[config.mk]
export PLATFORM = sky130hd
export DESIGN_NAME = mem_port_arbiter_flat
export DESIGN_NICKNAME = d
export VERILOG_FILES = /design/src/rtl/mem_port_arbiter_if.sv /design/src/rtl/mem_port_arbiter.sv /design/src/flat_wrapper.sv
export SDC_FILE = /design/constraint.sdc
export NUM_CORES = 1
export LEC_CHECK = 0
export BUFFER_PORTS_ARGS = -buffer_cell sky130_fd_sc_hd__buf_4
export CAP_MARGIN = 5
export CORE_AREA = 2 2 132 134
export DETAILED_ROUTE_END_ITERATION = 8
export DIE_AREA = 0 0 134 136
export PLACE_DENSITY = 0.5
export SLEW_MARGIN = 15
export SYNTH_ARGS = -nofsm -noshare
export SYNTH_HDL_FRONTEND = slang
export SYNTH_SLANG_ARGS = --single-unit
export TNS_END_PERCENT = 50
[constraint.sdc]
create_clock -name CLK -period 2.1 [get_ports CLK]
set_input_delay 0.21 -clock CLK [delete_from_list [all_inputs] [get_ports CLK]]
set_output_delay 0.21 -clock CLK [all_outputs]
set_load 0.01 [all_outputs]
[src/rtl/mem_port_arbiter_if.sv]
// rtl/mem_port_arbiter_if.sv - bundle of requester, RAM and status signals around the memory port arbiter
interface mem_port_arbiter_if #(
  parameter int WORD_W = 32
);
  // data side (coherence bus controller)
  logic                   dREN;
  logic                   dWEN;
  logic [WORD_W-1:0]      daddr;
  logic [WORD_W-1:0]      dstore;
  logic [WORD_W-1:0]      dload;
  logic                   dwait;
  // instruction side (one requester per core)
  logic [1:0]             iREN;
  logic [1:0][WORD_W-1:0] iaddr;
  logic [1:0][WORD_W-1:0] iload;
  logic [1:0]             iwait;
  // RAM side
  logic                   ramREN;
  logic                   ramWEN;
  logic [WORD_W-1:0]      ramaddr;
  logic [WORD_W-1:0]      ramstore;
  logic [WORD_W-1:0]      ramload;
  logic [1:0]             ramstate;
  // sticky status
  logic                   err;
  logic                   timeout;

  // arbiter view
  modport slave (
    input  dREN, dWEN, daddr, dstore, iREN, iaddr, ramload, ramstate,
    output dload, dwait, iload, iwait, ramREN, ramWEN, ramaddr, ramstore, err, timeout
  );

  // environment view: requesters plus the RAM model
  modport master (
    output dREN, dWEN, daddr, dstore, iREN, iaddr, ramload, ramstate,
    input  dload, dwait, iload, iwait, ramREN, ramWEN, ramaddr, ramstore, err, timeout
  );
endinterface

[src/rtl/mem_port_arbiter.sv]
// rtl/mem_port_arbiter.sv - single-grant RAM port arbiter: data priority, round-robin ifetch, watchdog
module mem_port_arbiter #(
  parameter int WORD_W      = 32,
  parameter int MAX_WAIT    = 15,
  parameter int DATA_STREAK = 4
) (
  input  logic                CLK,
  input  logic                RST,
  mem_port_arbiter_if.slave   bus
);

  localparam int WD_W = $clog2(MAX_WAIT + 1);
  localparam int SK_W = $clog2(DATA_STREAK + 1);

  localparam logic [1:0] RAM_ACCESS = 2'b10;
  localparam logic [1:0] RAM_ERROR  = 2'b11;

  typedef enum logic [1:0] {
    IDLE  = 2'd0,
    GNT_D = 2'd1,
    GNT_I = 2'd2
  } state_t;

  state_t          state_q, state_d;
  logic            rr_q, rr_d;
  logic            g_q, g_d;
  logic [SK_W-1:0] streak_q, streak_d;
  logic [WD_W-1:0] wdog_q, wdog_d;
  logic            err_q, err_d;
  logic            timeout_q, timeout_d;

  logic            any_d;
  logic            any_i;
  logic            done;
  logic            is_err;
  logic [WD_W-1:0] wdog_inc;

  assign any_d    = bus.dREN | bus.dWEN;
  assign any_i    = |bus.iREN;
  // ACCESS and ERROR both end a transfer; FREE and BUSY keep it open
  assign done     = bus.ramstate[1];
  assign is_err   = (bus.ramstate == RAM_ERROR);
  assign wdog_inc = wdog_q + 1'b1;

  assign bus.err     = err_q;
  assign bus.timeout = timeout_q;

  // Arbitration, grant tracking and RAM/requester muxing (waits pulse in the completion cycle)
  always_comb begin
    state_d      = state_q;
    rr_d         = rr_q;
    g_d          = g_q;
    streak_d     = streak_q;
    wdog_d       = wdog_q;
    err_d        = err_q;
    timeout_d    = timeout_q;
    bus.ramREN   = 1'b0;
    bus.ramWEN   = 1'b0;
    bus.ramaddr  = '0;
    bus.ramstore = '0;
    bus.dload    = '0;
    bus.iload    = '0;
    bus.dwait    = 1'b1;
    bus.iwait    = 2'b11;

    case (state_q)
      IDLE: begin
        wdog_d = '0;
        // data wins unless it has used up its streak while a fetch is waiting
        if (any_d && !((streak_q == SK_W'(DATA_STREAK)) && any_i)) begin
          state_d = GNT_D;
        end else if (any_i) begin
          state_d = GNT_I;
          g_d     = bus.iREN[rr_q] ? rr_q : ~rr_q;
        end
      end

      GNT_D: begin
        bus.ramaddr  = bus.daddr;
        bus.ramstore = bus.dstore;
        bus.dload    = bus.ramload;
        if (bus.dWEN) begin
          bus.ramWEN = 1'b1;
        end else begin
          bus.ramREN = 1'b1;
        end
        if (!any_d) begin
          state_d = IDLE;
        end else if (done) begin
          bus.dwait = 1'b0;
          state_d   = IDLE;
          if (is_err) begin
            err_d = 1'b1;
          end
          if (any_i) begin
            streak_d = (streak_q == SK_W'(DATA_STREAK)) ? streak_q : streak_q + 1'b1;
          end else begin
            streak_d = '0;
          end
        end else begin
          wdog_d = wdog_inc;
          if (wdog_inc == WD_W'(MAX_WAIT)) begin
            timeout_d = 1'b1;
            state_d   = IDLE;
          end
        end
      end

      GNT_I: begin
        bus.ramREN        = 1'b1;
        bus.ramaddr       = bus.iaddr[g_q];
        bus.iload[g_q]    = bus.ramload;
        if (!bus.iREN[g_q]) begin
          state_d = IDLE;
        end else if (done) begin
          bus.iwait[g_q] = 1'b0;
          state_d        = IDLE;
          rr_d           = ~g_q;
          streak_d       = '0;
          if (is_err) begin
            err_d = 1'b1;
          end
        end else begin
          wdog_d = wdog_inc;
          if (wdog_inc == WD_W'(MAX_WAIT)) begin
            timeout_d = 1'b1;
            state_d   = IDLE;
          end
        end
      end

      default: begin
        state_d = IDLE;
      end
    endcase
  end

  // State and bookkeeping registers; reset forces IDLE so RAM enables drop at once
  always_ff @(posedge CLK or posedge RST) begin
    if (RST) begin
      state_q   <= IDLE;
      rr_q      <= 1'b0;
      g_q       <= 1'b0;
      streak_q  <= '0;
      wdog_q    <= '0;
      err_q     <= 1'b0;
      timeout_q <= 1'b0;
    end else begin
      state_q   <= state_d;
      rr_q      <= rr_d;
      g_q       <= g_d;
      streak_q  <= streak_d;
      wdog_q    <= wdog_d;
      err_q     <= err_d;
      timeout_q <= timeout_d;
    end
  end

endmodule
[src/flat_wrapper.sv]
// flat-port wrapper written by rule: the top's interface ports become plain ports
module mem_port_arbiter_flat 
#(
  parameter int WORD_W      = 32,
  parameter int MAX_WAIT    = 15,
  parameter int DATA_STREAK = 4
)
  (CLK, RST, bus_dREN, bus_dWEN, bus_daddr, bus_dstore, bus_iREN, bus_iaddr, bus_ramload, bus_ramstate, bus_dload, bus_dwait, bus_iload, bus_iwait, bus_ramREN, bus_ramWEN, bus_ramaddr, bus_ramstore, bus_err, bus_timeout);
  mem_port_arbiter_if #(.WORD_W(WORD_W)) bus_i ();
  input  logic CLK;
  input  logic RST;
  input wire logic [$bits(bus_i.dREN)-1:0] bus_dREN;
  input wire logic [$bits(bus_i.dWEN)-1:0] bus_dWEN;
  input wire logic [$bits(bus_i.daddr)-1:0] bus_daddr;
  input wire logic [$bits(bus_i.dstore)-1:0] bus_dstore;
  input wire logic [$bits(bus_i.iREN)-1:0] bus_iREN;
  input wire logic [$bits(bus_i.iaddr)-1:0] bus_iaddr;
  input wire logic [$bits(bus_i.ramload)-1:0] bus_ramload;
  input wire logic [$bits(bus_i.ramstate)-1:0] bus_ramstate;
  output wire logic [$bits(bus_i.dload)-1:0] bus_dload;
  output wire logic [$bits(bus_i.dwait)-1:0] bus_dwait;
  output wire logic [$bits(bus_i.iload)-1:0] bus_iload;
  output wire logic [$bits(bus_i.iwait)-1:0] bus_iwait;
  output wire logic [$bits(bus_i.ramREN)-1:0] bus_ramREN;
  output wire logic [$bits(bus_i.ramWEN)-1:0] bus_ramWEN;
  output wire logic [$bits(bus_i.ramaddr)-1:0] bus_ramaddr;
  output wire logic [$bits(bus_i.ramstore)-1:0] bus_ramstore;
  output wire logic [$bits(bus_i.err)-1:0] bus_err;
  output wire logic [$bits(bus_i.timeout)-1:0] bus_timeout;
  assign bus_i.dREN = bus_dREN;
  assign bus_i.dWEN = bus_dWEN;
  assign bus_i.daddr = bus_daddr;
  assign bus_i.dstore = bus_dstore;
  assign bus_i.iREN = bus_iREN;
  assign bus_i.iaddr = bus_iaddr;
  assign bus_i.ramload = bus_ramload;
  assign bus_i.ramstate = bus_ramstate;
  assign bus_dload = bus_i.dload;
  assign bus_dwait = bus_i.dwait;
  assign bus_iload = bus_i.iload;
  assign bus_iwait = bus_i.iwait;
  assign bus_ramREN = bus_i.ramREN;
  assign bus_ramWEN = bus_i.ramWEN;
  assign bus_ramaddr = bus_i.ramaddr;
  assign bus_ramstore = bus_i.ramstore;
  assign bus_err = bus_i.err;
  assign bus_timeout = bus_i.timeout;
  mem_port_arbiter #(.WORD_W(WORD_W), .MAX_WAIT(MAX_WAIT), .DATA_STREAK(DATA_STREAK)) u_core (.CLK(CLK), .RST(RST), .bus(bus_i));
endmodule
**After elaboration in Yosys (flattened, before gate mapping)**

Cells that the tools add are included.

- Register bits after elaboration: 13
- Bits of input ports: 168
- Output and inout bits: 167

- Add/subtract/negate cells: 2
- $lt $le $gt $ge: 3
- Equality and inequality tests: 11
- Mux-type cells: 53
- Bitwise gates (word level): 6
- Reduce and logical (&&, ||, !) cells: 13

Operators with widths:

| cell | number |
|---|---|
| two-way mux 32 bit | 5 |
| bitwise AND 64 bit | 1 |
| two-way mux 64 bit | 1 |
| one-hot mux 32 bit (2 select lines) | 1 |
| demux 32 bit (select 1 bit) | 1 |
| two-way mux 1 bit | 20 |
| two-way mux 2 bit | 9 |
| two-way mux 3 bit | 6 |
| two-way mux 4 bit | 3 |
| one-hot mux 4 bit (3 select lines) | 1 |
| AND reduction 3 bit | 4 |
| one-hot mux 1 bit (2 select lines) | 3 |
| one-hot mux 2 bit (3 select lines) | 1 |
| one-hot mux 3 bit (2 select lines) | 1 |
| AND reduction 6 bit | 1 |
| adder 4 x 1 -> 4 bit (second input constant) | 1 |
| == test 2 bit (second input constant) | 2 |
| == test 4 bit (second input constant) | 1 |
| less-than comparator 1 x 2 -> 1 bit (second input constant) | 2 |
| inequality test 2 x 1 -> 1 bit (second input constant) | 2 |
| inequality test 2 bit (second input constant) | 2 |
| adder 3 x 1 -> 3 bit (second input constant) | 1 |
| == test 3 bit (second input constant) | 1 |
| logical AND 1 bit | 3 |
| other kinds (13) | 15 |

**Longest topological paths before layout**

Gate-level depths: netlist (run 1).

- Depth after elaboration: 8
- Gate-level depth with buffers: 7

**Least setup slack after synthesis (run 1)**

No wires, ideal clock.

- Path kind: register to output
- Start: register u_core.state_q[1]
- End: output port bus_dload[10]
- Arrival: 1511 ps
- Path slack: 379 ps
- Stages on the path, launching flop included: 7
- Buffers on the path: 3
- Path through: dfrtp_1 -> inv_1 -> ha_1 -> buf_2 -> clkbuf_1 -> clkbuf_1 -> and2_1

- Cells in the longest elaborated chain, start to end: 2

RTL lines:

| element | line | RTL |
|---|---|---|
| start, declared | mem_port_arbiter.sv:24 | `state_t state_q, state_d;` |
| start signal, assigned | mem_port_arbiter.sv:149 | `state_q <= state_d;` |
| == test 2 x 1 -> 1 bit | mem_port_arbiter.sv:66 | `case (state_q)` |
| two-way mux 32 bit | mem_port_arbiter.sv:66 |  |
| end, declared | flat_wrapper.sv:20 | `output wire logic [$bits(bus_i.dload)-1:0] bus_dload;` |

Every way passes these cells.

**Final worst setup path (run 1)**

- Start: register u_core.state_q[1]
- End: output port bus_ramaddr[1]

- Cells in the longest elaborated chain, start to end: 2

RTL lines:

| element | line | RTL |
|---|---|---|
| == test 2 bit or == test 2 x 1 -> 1 bit (tied branches) | mem_port_arbiter.sv:66 |  |
| one-hot mux 32 bit (2 select lines) * | mem_port_arbiter.sv:66 |  |
| end, declared | flat_wrapper.sv:26 | `output wire logic [$bits(bus_i.ramaddr)-1:0] bus_ramaddr;` |

Every way passes the cells marked *; elsewhere a longest branch is shown, timed or not.

==> results.yml, run 1 <==
setup_path:
  worstSetupPathType: "reg2out"
  path_cells: "ha_1, inv_1, buf_12, o21ai_0, and2_1, buf_4"
  crit_path_start_kind: "register"
  r2r.worst_path.cells: 4
  r2r-start: "u_core.state_q[1]"
  crit_family: "flip-flops"
  crit_buf_inv: 3
  slowest_delay_ps: 430
  ff2ff_setup_slack_ps: 380
  required_ps: 1890
  cp.arrival_ps: 1770
  crit_slowest_cell: "dfrtp_1"
  worstReg2RegEnd: "u_core.wdog_q[3]"
  cp_max_fo: 34
  critPathCaptureType: "output port"
layout:
  syn_to_final_growth_pct: 109
  fin_util: 0.330
  seq_area_um2: 327
  fillers: 1867
  multi_input_area_mm2: 0.00218
  drive_gt1_frac: 0.508
  fin_nets: 883
  antenna_cells: 0
global_route:
  antenna_found_initial: 1
  grt_util_met1: 0.184
  grt_first_pass_wirelength_mm: 20.4
  grt_overflow_total: 0
  use_met2: 0.250
  track_usage: 0.140
  grt_pass1_vias: 3409
  grt_use_met3: 0.0190
  grt_max_degree: 46
  grt.busiest_layer: "met2"
logic_synthesis:
  synth-main-ff-cell: "dfrtp_1"
  syn_area_mm2: 0.00266
  ys_seq_area_frac: 0.122
  synth_edf_count: 0
  yosys_warnings: 0
  yosysMostFrequentCell: "and2_1"
  synth_area_per_cell_um2: 6.82
  synth_cells: 390
  synthTopCellsByCount: "and2_1 (130), nand2_1 (43), o21ai_0 (38)"
  synth_area_leaders: "and2_1 (31%), mux2i_1 (13%), dfrtp_1 (12%), and3_1 (7.8%), o21ai_0 (7.1%)"
  synth-seq-cells: 13
  synth-async-reset-ratio: 1.00
  syn-num-nets: 567
  yosysTopAreaCell: "and2_1"
  synth_cell_types: 40
  netlist.area_leader.share: 0.306
sta:
  fmax_mhz: 504
  setup_viol: 0
  rsz0062_at_grt: "false"
  setup_tns_ps: 0
  worst_pin_slew_ps: 522
  hold_viol_final: 0
  skew_ps: 1.92
  relSlewSlack: 0.652
  min_period_ps: 1980
  fin_hold_ws_ps: 9.68
  drv_slew: 0
  finalCritPeriodShare: 0.945
  fin_ws_ps: 116
die:
  io_pins: 335
  die_h_um: 136
  core_mm2: 0.0169
  fp.dieW_um: 134
  dieArea_mm2: 0.0182
  rows: 48
  start_util: 0.158
cts:
  clock_path_buffers: 2
  cts_root_buf: "clkbuf_16"
  post_cts_buffers: 0
  cts_tree: "done"
  cts.clk_slew.worst_paths_ps: 40
  cts.sinks: 13
  cts_buffers: 3
  clk_latency_ps: 240
  htreeDepth: 1
drt:
  vias: 3729
  ant_nets: 0
  firstDrtPassIters: 4
  wl_per_cell_um: 15.6
  first_iter_violations: 126
  drcViolationCount: 0
  via_per_inst: 4.01
  wl_mm: 14.5
placed_design:
  dp_slack_ps: 274
  post-dp-hpwl_mm: 11.8
  place_congestion: 0.858
  io_buffer_count: 334
pwr:
  leakage_nw: 3.08
  p_per_area_mw_per_mm2: 1010
  switching_share: 0.468
  switchingPower_w: 0.00262
  peakVddDrop_v: 0.000547
  clockPowerShare: 0.064
  p_comb_frac: 0.859
  power.internal_w: 0.00298
  p_seq_frac: 0.078
min_path:
  hold_class: "in2async"
run_status:
  status: "completed"
run:
  cap_viol_max_count: 0
==> cell usage in the layout, fill, tap and decap left out, types with 5 or more instances in the layout <==
cell type / n
nor2b_1: 6
and2_1: 130
buf_12: 6
dfrtp_1: 12
inv_1: 8
o21ai_0: 37
buf_4: 338
nand2_1: 43
mux2i_1: 34
and3_1: 33
nand3_1: 5
nor2_1: 5
ha_1: 8
==> worst max-delay path by stage <==
stage,from,end,slack (ps),cells past startpoint
final,u_core.state_q[1],bus_ramaddr[1],120,6
after global routing,u_core.state_q[0],bus_ramaddr[24],20,7
after CTS,u_core.state_q[1],bus_ramaddr[24],10,6
after detailed placement,u_core.state_q[1],bus_ramaddr[24],270,6
after global placement,u_core.state_q[1],bus_ramaddr[24],300,6
after floorplan,u_core.state_q[1],bus_dload[10],380,6
==> kinds of logic (layout without fill, tap and decap cells) <==
kind of cell / Yosys count / count (layout) / synth area share
muxes: 35 / 35 / 0.132
and+or+nand+nor: 232 / 232 / 0.502
adders and majority gates: 9 / 9 / 0.0423
AOI/OAI and AO/OA: 59 / 59 / 0.137
DFF: 13 / 13 / 0.122
buffers and inverters: 42 / 357 / 0.0635
==> power groups by stage <==
stage / clock [W] / sequential, W / combinational [W]
3_5_place_dp: 0 / 0.000439 / 0.00487
3_3_place_gp: 0 / 0.000438 / 0.00488
2_1_floorplan: 0 / 0.000411 / 0.00252
5_1_grt: 0.000381 / 0.000453 / 0.00525
6_report: 0.000356 / 0.000435 / 0.00481
4_1_cts: 0.000367 / 0.000436 / 0.00488
==> flip-flops by register name, indices dropped and copies added, names as in the netlist <==
name                flops
u_core.bus.err          1
u_core.wdog_q           4
u_core.g_q              1
u_core.bus.timeout      1
u_core.streak_q         3
u_core.rr_q             1
u_core.state_q          2
==> metal layers <==
layer,share of wire,vias to the layer above,wire length (um)
li1,-,1934,-
met1,0.43,1688,6170
met2,0.52,95,7490
met3,0.049,12,715
met4,0.0088,0,127
met5,0,-,0
==> metrics by stage <==
| step | std cells | total power (W) | cell area (um^2) |
|---|---|---|---|
| 6_report | 930 | 0.00561 | 5570 |
| 5_1_grt | 930 | 0.00608 | 5570 |
| 4_1_cts | 930 | 0.00568 | 5550 |
| 3_5_place_dp | 926 | 0.00531 | 5470 |
| 3_3_place_gp | 926 | 0.00532 | 5470 |
| 2_1_floorplan | 390 | 0.00294 | 2660 |
==> area by class of cell <==
class	instances	share of cell area
timing repair buffer	345	0.479
sequential	13	0.0587
tap	225	0.0506
multi-input combinational	335	0.392
inverter	8	0.00539
clock buffer	4	0.0142
==> repair_timing <==
action                                  CTS  global route
endpoints found under the hold margin     0             0
endpoints found under the setup margin    0             6
resized for setup                         0             3
hold buffers                              0             0
Note: power is estimated with default switching activity, not from simulation.
==> run 2: changes to the inputs <==
--- a/config.mk
+++ b/config.mk
@@ -6,8 +6,9 @@
 export NUM_CORES = 1
 export LEC_CHECK = 0
 export BUFFER_PORTS_ARGS = -buffer_cell sky130_fd_sc_hd__buf_4
-export CAP_MARGIN = 5
+export CAP_MARGIN = 25
 export CORE_AREA = 2 2 132 134
+export CTS_CLUSTER_SIZE = 20
 export DETAILED_ROUTE_END_ITERATION = 8
 export DIE_AREA = 0 0 134 136
 export PLACE_DENSITY = 0.5
==> constraint.sdc (replaced) <==
create_clock -name CLK -period 2.1 [get_ports CLK]
set_input_delay 0.21 -clock CLK [delete_from_list [all_inputs] [get_ports CLK]]
set_output_delay 0.21 -clock CLK [all_outputs]
set_load 0.05 [all_outputs]
==> run 2 against run 1 <==
Clock power grew 1%. First-iteration DRC count shrank 3.2%. Die area is the same. Largest power group unchanged. Sequential share of layout area shrank 0.056 points. Critical path type unchanged. Power grew 48%. Clock-buffer cell count is the same. Largest cell class unchanged. Maximum frequency grew 0.41%. Core utilization grew 0.32 points. Non-clock buffer count grew 2. Cell count grew 0.22%.
==> results.yml, run 2 (synthesis results as in run 1) <==
sta:
  setup_viol: 0
  fmax_mhz: 506
  min_period_ps: 1980
  fin_hold_ws_ps: 19.2
  relSlewSlack: 0.631
  finalCritPeriodShare: 0.941
  setup_tns_ps: 0
  hold_viol_final: 0
  skew_ps: 4.67
  worst_pin_slew_ps: 552
  drv_slew: 0
  fin_ws_ps: 124
  rsz0062_at_grt: "false"
cts:
  cts_buffers: 3
  clock_path_buffers: 2
  cts_tree: "done"
  cts_root_buf: "clkbuf_16"
  post_cts_buffers: 0
  cts.clk_slew.worst_paths_ps: 50
  cts.sinks: 13
  clk_latency_ps: 240
  htreeDepth: 1
drt:
  drcViolationCount: 0
  first_iter_violations: 122
  met3_length_um: 821
  wl_met2_mm: 7.68
  wl_per_cell_um: 16.1
  vias: 3798
  drt-met1-wl_mm: 6.37
  firstDrtPassIters: 4
  top_layer_used: "met4"
  wl_mm: 15.0
  via_per_inst: 4.08
  ant_nets: 0
layout:
  fin_area_mm2: 0.00562
  top_regs: "u_core.wdog_q (4), u_core.streak_q (3), u_core.state_q (2)"
  layout_common_cells: "buf_4 (338), and2_1 (130), nand2_1 (43), o21ai_0 (38), mux2i_1 (34)"
  drive_gt1_frac: 0.511
  layout_commonest_cell: "buf_4"
  antenna_cells: 0
  syn_to_final_growth_pct: 111
  fin_nets: 885
  largest_reg_flops: 4
  largest-register: "u_core.wdog_q"
die:
  die_h_um: 136
  rows: 48
  start_util: 0.158
  dieArea_mm2: 0.0182
  io_pins: 335
  core_mm2: 0.0169
  fp.dieW_um: 134
placed_design:
  place_congestion: 0.797
  dpl-instance-area_mm2: 0.00548
  io_buffer_count: 334
  post-dp-hpwl_mm: 11.6
  dp_slack_ps: 335
global_route:
  antenna_found_initial: 0
  grt_first_pass_wirelength_mm: 20.5
  grt_max_degree: 53
  grt_pass1_vias: 3402
  grt_overflow_total: 0
  track_usage: 0.141
pwr:
  switchingPower_w: 0.00517
  clockPowerShare: 0.043
  p_comb_frac: 0.904
  p_per_area_mw_per_mm2: 1480
  p_seq_frac: 0.052
  peakVddDrop_v: 0.000578
  power.internal_w: 0.00314
  switching_share: 0.622
  leakage_nw: 3.10
setup_path:
  cp.arrival_ps: 1770
  crit_path_start_kind: "register"
  worstSetupPathType: "reg2out"
  critPathCaptureType: "output port"
  required_ps: 1890
  cp_max_fo: 24
run:
  cap_viol_max_count: 0
run_status:
  status: "completed"
min_path:
  hold_class: "in2async"
-- run 2: changes by cell type in the layout (fill, tap and decap cells not counted) --
cell,delta
clkbuf_16,+2
a21boi_0,-1
o21ai_1,-1
o21ai_0,+1
a21boi_2,+1
-- run 2: power by group through the flow --
stage	logic, W	clock network, W	registers, W
after floorplan	0.00497	0	0.000418
after global placement	0.00738	0	0.000439
after detailed placement	0.00737	0	0.000439
after CTS	0.00739	0.000371	0.000438
after global routing	0.00793	0.000383	0.000455
final	0.00752	0.000361	0.000436
-- run 2: per-layer routing --
layer	vias to the layer above	track usage
met5	-	0
met4	0	0.0183
met3	8	0.0149
met2	118	0.246
met1	1733	0.193
li1	1939	-
-- run 2: cell type report --
class	count	area, um^2
tap	225	282
multi-input combinational	335	2180
fill	1846	11300
clock buffer	4	78.8
inverter	8	30.0
timing repair buffer	347	2720
sequential	13	327
-- run 2: worst max-delay path: stages (launching register included) --
cell and delay, ps:
dfrtp_1 430, inv_1 140, ha_4 250, buf_12 190, nand2_1 70, o21ai_0 70, and2_1 160, buf_4 200
-- run 2: metrics by stage --
step	std cells	total power (W)	util
2_1_floorplan	390	0.00539	-
3_3_place_gp	926	0.00782	0.325
3_5_place_dp	926	0.00781	0.325
4_1_cts	930	0.00820	0.329
5_1_grt	932	0.00876	0.333
6_report	932	0.00831	0.333
-- run 2: final timing paths --
check | start | endpoint | slack, ps | depth (start not counted)
worst min register to register | u_core.bus.err | u_core.bus.err | 480 | 1
max in group asynchronous | RST | u_core.g_q | 1680 | 2
worst max register to register | u_core.state_q[1] | u_core.streak_q[0] | 360 | 6
worst max-delay path | u_core.state_q[1] | bus_ramaddr[0] | 120 | 7
min in group CLK | bus_iREN[0] | u_core.g_q | 190 | 2
worst min-delay path | RST | u_core.bus.timeout | 20 | 2
-- run 2: timing repair --
action,CTS,global route
gates resized for setup,0,2
hold buffers,0,0
setup endpoints to repair,0,23
